### src/rtl/ps2_mouse_rx.sv
// ps2_mouse_rx: PS/2 mouse receiver for the SYMBiFACE II mouse port.
// Latency: ps2_mouse updates 1 clk_sys after the falling edge that samples the final stop bit.
// Backpressure: none; the consumer watches ps2_mouse[24], which toggles on each new packet.
//
// Ports:
//   clk_sys, reset      system clock, synchronous active-high reset
//   ps2_clk_i           raw PS/2 clock line (asynchronous)
//   ps2_data_i          raw PS/2 data line (asynchronous)
//   ps2_mouse[24:0]     {toggle, dy, dx, status}, published atomically per packet
//   frame_err           one-cycle pulse when a byte or partial packet is dropped
//   ps2_clk_oe          (PS2M_INIT_EN only) 1 = pull PS/2 clock low
//   ps2_data_oe         (PS2M_INIT_EN only) 1 = pull PS/2 data low
//
// Optional feature macro PS2M_INIT_EN: sends 0xF4 (enable reporting) after reset
// and on hot-plug (0xAA 0x00), and publishes nothing until the 0xFA ack byte arrives.
module ps2_mouse_rx #(
  parameter int CLK_HZ     = 64000000,
  parameter int FILTER_LEN = 8,
  parameter int TIMEOUT_US = 2000
) (
  input  logic        clk_sys,
  input  logic        reset,
  input  logic        ps2_clk_i,
  input  logic        ps2_data_i,
`ifdef PS2M_INIT_EN
  output logic        ps2_clk_oe,
  output logic        ps2_data_oe,
`endif
  output logic [24:0] ps2_mouse,
  output logic        frame_err
);

  localparam longint TO_CYCLES = (longint'(TIMEOUT_US) * longint'(CLK_HZ)) / 64'sd1000000;
  localparam int     TO_W      = $clog2(TO_CYCLES + 1);
  localparam logic [TO_W-1:0] TO_MAX  = TO_W'(TO_CYCLES);
  localparam logic [TO_W-1:0] TO_LAST = TO_W'(TO_CYCLES - 1);

  localparam int FILT_W = $clog2(FILTER_LEN + 1);
  localparam logic [FILT_W-1:0] FILT_LAST = FILT_W'(FILTER_LEN - 1);

  // ---------------------------------------------------------------- input conditioning
  logic clk_meta, clk_s, data_meta, data_s;

  // Synchronisers reset to the idle-high bus level so reset does not fake an edge.
  always_ff @(posedge clk_sys) begin
    if (reset) begin
      clk_meta  <= 1'b1;
      clk_s     <= 1'b1;
      data_meta <= 1'b1;
      data_s    <= 1'b1;
    end else begin
      clk_meta  <= ps2_clk_i;
      clk_s     <= clk_meta;
      data_meta <= ps2_data_i;
      data_s    <= data_meta;
    end
  end

  logic              clk_f;
  logic [FILT_W-1:0] filt_cnt;
  logic              flip, fe;

  // The filtered clock flips on the FILTER_LEN-th consecutive differing sample.
  assign flip = (clk_s != clk_f) && (filt_cnt == FILT_LAST);
  assign fe   = flip && clk_f;

  always_ff @(posedge clk_sys) begin
    if (reset) begin
      clk_f    <= 1'b1;
      filt_cnt <= '0;
    end else if (clk_s == clk_f) begin
      filt_cnt <= '0;
    end else if (flip) begin
      clk_f    <= clk_s;
      filt_cnt <= '0;
    end else begin
      filt_cnt <= filt_cnt + FILT_W'(1);
    end
  end

  // ---------------------------------------------------------------- shared control
  logic fe_rx;     // falling edge that belongs to the receive path
  logic pub_en;    // packets may be published
  logic rx_flush;  // drop any partial frame / packet
  logic to_fire;
  logic [1:0] idx;
  logic byte_done, byte_ok;
  logic [7:0] shift;

  // ---------------------------------------------------------------- frame FSM
  typedef enum logic {S_IDLE, S_BITS} rx_state_t;
  rx_state_t rx_state_q, rx_state_d;
  logic [3:0] bit_cnt;
  logic       par_q;

  always_ff @(posedge clk_sys) begin
    if (reset) rx_state_q <= S_IDLE;
    else       rx_state_q <= rx_state_d;
  end

  always_comb begin
    rx_state_d = rx_state_q;
    if (to_fire || rx_flush) begin
      rx_state_d = S_IDLE;
    end else if (fe_rx) begin
      case (rx_state_q)
        S_IDLE:  if (!data_s) rx_state_d = S_BITS;
        S_BITS:  if (bit_cnt == 4'd10) rx_state_d = S_IDLE;
        default: rx_state_d = S_IDLE;
      endcase
    end
  end

  // The stop-bit edge completes the byte; odd parity over data+parity and stop==1.
  always_comb begin
    byte_done = 1'b0;
    byte_ok   = 1'b0;
    if (rx_state_q == S_BITS && fe_rx && bit_cnt == 4'd10) begin
      byte_done = 1'b1;
      byte_ok   = (^{shift, par_q}) && data_s;
    end
  end

  always_ff @(posedge clk_sys) begin
    if (reset) begin
      bit_cnt <= 4'd0;
      shift   <= 8'd0;
      par_q   <= 1'b0;
    end else if (to_fire || rx_flush) begin
      bit_cnt <= 4'd0;
    end else if (fe_rx) begin
      if (rx_state_q == S_IDLE) begin
        if (!data_s) bit_cnt <= 4'd1;
      end else if (bit_cnt == 4'd10) begin
        bit_cnt <= 4'd0;
      end else begin
        bit_cnt <= bit_cnt + 4'd1;
        if (bit_cnt <= 4'd8) shift <= {data_s, shift[7:1]};
        else                 par_q <= data_s;
      end
    end
  end

  // ---------------------------------------------------------------- inactivity timeout
  logic [TO_W-1:0] to_cnt;

  // Fires only on the cycle the counter reaches the limit, so a saturated
  // counter cannot pulse again; an fe in that cycle clears it instead.
  assign to_fire = !fe && (to_cnt == TO_LAST) && (rx_state_q != S_IDLE || idx != 2'd0);

  always_ff @(posedge clk_sys) begin
    if (reset)                 to_cnt <= '0;
    else if (fe)               to_cnt <= '0;
    else if (to_cnt != TO_MAX) to_cnt <= to_cnt + TO_W'(1);
  end

  // ---------------------------------------------------------------- packet assembly
  logic [7:0] b0, b1;

  always_ff @(posedge clk_sys) begin
    if (reset) begin
      ps2_mouse <= 25'd0;
      frame_err <= 1'b0;
      idx       <= 2'd0;
      b0        <= 8'd0;
      b1        <= 8'd0;
    end else begin
      frame_err <= 1'b0;
      if (to_fire) begin
        idx       <= 2'd0;
        frame_err <= 1'b1;
      end else if (rx_flush) begin
        idx <= 2'd0;
      end else if (byte_done && !byte_ok) begin
        idx       <= 2'd0;
        frame_err <= 1'b1;
      end else if (byte_ok && pub_en) begin
        case (idx)
          2'd0: begin
            // Byte 0 always has bit 3 set; anything else means we are out of step.
            if (shift[3]) begin
              b0  <= shift;
              idx <= 2'd1;
            end else begin
              frame_err <= 1'b1;
            end
          end
          2'd1: begin
            b1  <= shift;
            idx <= 2'd2;
          end
          default: begin
            ps2_mouse <= {~ps2_mouse[24], shift, b1, b0};
            idx       <= 2'd0;
          end
        endcase
      end
    end
  end

`ifdef PS2M_INIT_EN
  // ---------------------------------------------------------------- device init (0xF4)
  typedef enum logic [2:0] {I_START, I_HOLD, I_SEND, I_ACK, I_WAITFA, I_DONE} init_state_t;
  localparam int INIT_LIMIT = CLK_HZ / 50;            // 20 ms
  localparam int INIT_W     = $clog2(INIT_LIMIT + 1);
  localparam logic [INIT_W-1:0] HOLD_LAST = INIT_W'(CLK_HZ / 10000);  // 100 us
  localparam logic [INIT_W-1:0] WAIT_LAST = INIT_W'(INIT_LIMIT);
  localparam logic [7:0] CMD     = 8'hF4;
  localparam logic       CMD_PAR = ~^CMD;

  init_state_t       init_q, init_d;
  logic [INIT_W-1:0] init_cnt;
  logic [8:0]        tx_sh;
  logic [3:0]        tx_cnt;
  logic              data_oe_q;
  logic              aa_q;
  logic              hotplug;

  assign hotplug = pub_en && byte_ok && aa_q && idx == 2'd1 && shift == 8'h00;

  always_ff @(posedge clk_sys) begin
    if (reset) init_q <= I_START;
    else       init_q <= init_d;
  end

  always_comb begin
    init_d = init_q;
    case (init_q)
      I_START:  init_d = I_HOLD;
      I_HOLD:   if (init_cnt == HOLD_LAST) init_d = I_SEND;
      I_SEND:   if (fe && tx_cnt == 4'd9) init_d = I_ACK;
      I_ACK:    if (fe) init_d = data_s ? I_HOLD : I_WAITFA;
      I_WAITFA: if (byte_ok && shift == 8'hFA) init_d = I_DONE;
      I_DONE:   if (hotplug) init_d = I_HOLD;
      default:  init_d = I_HOLD;
    endcase
    // A silent device or a missing 0xFA restarts the command.
    if ((init_q == I_SEND || init_q == I_ACK || init_q == I_WAITFA) && init_cnt == WAIT_LAST)
      init_d = I_HOLD;
  end

  assign ps2_clk_oe  = (init_q == I_HOLD);
  assign ps2_data_oe = data_oe_q;
  assign pub_en      = (init_q == I_DONE);
  assign fe_rx       = fe && (init_q == I_WAITFA || init_q == I_DONE);
  assign rx_flush    = (init_d == I_HOLD) && (init_q != I_HOLD);

  always_ff @(posedge clk_sys) begin
    if (reset) begin
      init_cnt  <= '0;
      tx_sh     <= 9'd0;
      tx_cnt    <= 4'd0;
      data_oe_q <= 1'b0;
      aa_q      <= 1'b0;
    end else begin
      if (init_d != init_q)           init_cnt <= '0;
      else if (init_cnt != WAIT_LAST) init_cnt <= init_cnt + INIT_W'(1);

      if (init_q == I_HOLD) begin
        tx_sh     <= {CMD_PAR, CMD};
        tx_cnt    <= 4'd0;
        // Start bit: data goes low as the clock is released.
        data_oe_q <= (init_d == I_SEND);
      end else if (init_q == I_SEND && fe) begin
        // Edges 1..9 present data bits then parity; edge 10 releases for stop.
        tx_cnt    <= tx_cnt + 4'd1;
        data_oe_q <= (tx_cnt <= 4'd8) ? ~tx_sh[0] : 1'b0;
        tx_sh     <= {1'b0, tx_sh[8:1]};
      end

      if (rx_flush)       aa_q <= 1'b0;
      else if (byte_done) aa_q <= pub_en && byte_ok && idx == 2'd0 && shift == 8'hAA;
    end
  end
`else
  assign fe_rx    = fe;
  assign pub_en   = 1'b1;
  assign rx_flush = 1'b0;
`endif

endmodule

### config.mk
export PLATFORM = sky130hd
export DESIGN_NAME = ps2_mouse_rx
export DESIGN_NICKNAME = d
export VERILOG_FILES = /design/src/rtl/ps2_mouse_rx.sv
export SDC_FILE = /design/constraint.sdc
export NUM_CORES = 1
export LEC_CHECK = 0
export CAP_MARGIN = 0
export CELL_PAD_IN_SITES_DETAIL_PLACEMENT = 1
export CELL_PAD_IN_SITES_GLOBAL_PLACEMENT = 1
export CORE_UTILIZATION = 45
export DETAILED_ROUTE_END_ITERATION = 16
export HOLD_SLACK_MARGIN = 0.03
export PLACE_DENSITY_LB_ADDON = 0.12
export SYNTH_ARGS = -nofsm -noshare
export SYNTH_HDL_FRONTEND = slang
export SYNTH_SLANG_ARGS = --single-unit
### constraint.sdc
create_clock -name clk_sys -period 2.3 [get_ports clk_sys]
set_input_delay 0.345 -clock clk_sys [delete_from_list [all_inputs] [get_ports clk_sys]]
set_output_delay 0.345 -clock clk_sys [all_outputs]
set_load 0.1 [all_outputs]
==> results of run 1 <==
report_power, final:
| group | internal [mW] | switching [mW] |
|---|---|---|
| combinational | 0.0317 | 0.0314 |
| clock | 0.380 | 0.501 |
| sequential | 1.46 | 0.0101 |
| total | 1.87 | 0.543 |
synthesized netlist by cell type, drive strengths merged (2+ instances only):
library cell	n
o21ai	3
and3	5
nor3	4
buf	9
or2	4
mux2i	50
a31oi	3
nor2	40
ha	3
nand4	5
a21oi	10
mux2	2
nand3b	6
clkbuf	10
inv	6
and3b	3
xnor2	13
nand2	16
xor2	13
dfxtp	84
or3	5
nand2b	51
nand3	12
nor4	3
kinds of logic (layout without fill, tap and decap cells):
kind of cell	after synthesis	in the layout	synth area share [%]
AO/OA/AOI/OAI	23	23	4.002
XOR/XNOR	27	27	6.874
adder cells (fa/ha/maj)	3	3	1.026
buffers and inverters	25	62	4.036
flip-flops	84	84	45.96
multiplexers	52	52	14.50
AND/OR/NAND/NOR	159	159	23.60
sequential cells by signal, indices dropped and copies added (netlist names), 2 cells and up:
name	count
ps2_mouse	25
to_cnt	17
b0	8
shift	8
filt_cnt	4
idx	2
b1	8
bit_cnt	4
worst min-delay path by stage:
stage	startpoint	end	slack, ns	cells after the start
floorplan	clk_meta	clk_s	0.39	1
global placement	data_meta	data_s	0.39	1
detailed placement	clk_meta	clk_s	0.40	1
CTS	reset	shift[4]	0.39	2
global route	reset	shift[5]	0.42	2
finish	reset	shift[4]	0.39	2
worst max-delay path: stages (launching register included):
cell	delay, ns
dfxtp_1	0.36
ha_1	0.21
nand3b_1	0.15
or3_4	0.47
nor2_1	0.16
a41o_2	0.28
buf_12	0.21
mux2i_1	0.23
metrics by stage:
stage | power (mW) | util (%) | hold slack, ns | setup TNS [ns]
floorplan | 1.549 | - | 0.3895 | 0
global placement | 1.568 | 51.19 | 0.3949 | 0
detailed placement | 1.570 | 51.19 | 0.4044 | 0
CTS | 2.454 | 53.21 | 0.3902 | 0
global route | 2.522 | 53.29 | 0.4163 | -0.005188
finish | 2.416 | 53.29 | 0.3937 | 0
layer usage:
metal / wire length, um / vias up
li1: - / 1319
met1: 3521 / 1280
met2: 3603 / 25
met3: 145 / 12
met4: 126 / 0
met5: 0 / -
area by class of cell:
type                    count  area share [%]
well taps                 102           3.068
multi-input cells         264           44.12
clock inverters             5          0.7218
flip-flops and latches     84           40.42
inverters                   6          0.5414
repair buffers             41           8.060
clock buffers              10           3.068
timing repair:
item                                    CTS  global route
endpoints found under the setup margin    0            31
hold buffers                              0             0
resized for setup                         0             2
==> flow_metrics.env, run 1 <==
export IMPL_die_w_um=92.17
export IMPL_cp_endpoint="ps2_mouse[8]"
export IMPL_crit_type="reg -> reg"
export IMPL_synth_ff_type="dfxtp_1"
export IMPL_finalCritPeriodShare_pct=93.75
export IMPL_r2r_cells=7
export IMPL_drc=0
export IMPL_p_leak_nw=1.593
export IMPL_mostFrequentLayoutCells="dfxtp_1 (84), nand2b_1 (51), mux2i_1 (49)"
export IMPL_avgSynthCellArea_sq_um=9.808
export IMPL_pin_count=30
export IMPL_cp_required_ns=2.57
export IMPL_place_hpwl_mm=5.208
export IMPL_yosysTopAreaCellShare_pct=45.96
export IMPL_worst_pin_slew_ns=0.4242
export IMPL_reg2reg_from="filt_cnt[0]"
export IMPL_synth_seq_cells=84
export IMPL_routed_wl_mm=7.396
export IMPL_synth_top_cell_by_area="dfxtp_1"
export IMPL_nets=413
export IMPL_path_clk_slew_ns=0.08
export IMPL_endpoint_kind="flip-flop"
export IMPL_register_area_sq_mm=0.001682
export IMPL_layout_drive_gt1_share_pct=15.61
export IMPL_cts_htree_levels=3
export IMPL_place_area_sq_mm=0.003996
export IMPL_cts_inserted_buffers=9
export IMPL_rrSetupSlack_ns=0.14
export IMPL_root_buffer="clkbuf_8"
export IMPL_drv_slew=0
export IMPL_multi_input_area_sq_mm=0.001836
export IMPL_fill_cells=895
export IMPL_hold_path_class="in -> reg"
export IMPL_crit_fanout=23
export IMPL_dp_slack_ns=0.02200
export IMPL_dieArea_sq_mm=0.008494
export IMPL_cellPowerDensity_mw_per_mm2=580.7
export IMPL_diodes=0
export IMPL_slew_headroom_pct=71.52
export IMPL_fin_area_sq_mm=0.004160
export IMPL_timing_fmax_ghz=0.4638
export IMPL_wl_per_cell_um=14.45
export IMPL_grt_max_degree=49
export IMPL_syn_inst=373
export IMPL_core_area_sq_mm=0.007807
export IMPL_area_growth_pct=13.71
export IMPL_hold_viol=0
export IMPL_clk_latency_ns=0.35
export IMPL_dr_first_iter_drc_count=29
export IMPL_grt_util_met2_pct=31.41
export IMPL_ys_async_sr_fraction_pct=0
export IMPL_cts_setup_buffers=0
export IMPL_synth_area_sq_mm=0.003659
export IMPL_clock_sinks=84
export IMPL_final_cells=512
export IMPL_via_per_inst=5.148
export IMPL_vdd_drop_max_mv=0.3400
export IMPL_dp_cells=497
export IMPL_grt_usage_pct=18.62
export IMPL_worstPathArrival_ns=2.42
export IMPL_start_util_pct=46.86
export IMPL_core_rowCount=32
export IMPL_grtUsageMet3_pct=3.483
export IMPL_grt_overflow=0
export IMPL_outcome="complete, no violations"
export IMPL_place_congestion=0.7792
export IMPL_synth_area_leaders="dfxtp_1 (46%), mux2i_1 (13%), nand2b_1 (8.7%)"
export IMPL_synth_cell_types=43
export IMPL_period_minus_slack_ns=2.156
export IMPL_drtAntennaViolNets=0
export IMPL_synth_edf_count=0
export IMPL_via_count=2636
export IMPL_top_usage_layer="met2"
export IMPL_finClkSkew_ns=0.01134
export IMPL_syn_num_nets=380
export IMPL_final_common_cell="dfxtp_1"
export IMPL_start_kind="flip-flop"
export IMPL_setup_slack_ns=0.1438
export IMPL_die_h_um=92.17
export IMPL_max_cap_viol_count=0
export IMPL_yosysWarningCount=0
export IMPL_setup_violations_final=0
export IMPL_antenna_found_initial=0
export IMPL_clock_path_buffers=2
export IMPL_port_buffer_count=29
export IMPL_grt_pass1_vias=2690
export IMPL_r2r_end="ps2_mouse[8]"
export IMPL_yosysSeqAreaShare_pct=45.96
export IMPL_tritoncts="yes"
export IMPL_firstDrtPassIters=3
export IMPL_grt_pass1_wl_mm=12.60
export IMPL_startpoint="filt_cnt[0]"
export IMPL_use_met1_pct=23.21
No activity file was read; power rests on OpenSTA's default activity.
==> run 2: changes to the inputs <==
Settings changed: SLEW_MARGIN from default to 20.
==> results of run 2 <==
Same layout as run 1: the final DEF is identical, and so are final timing and power.
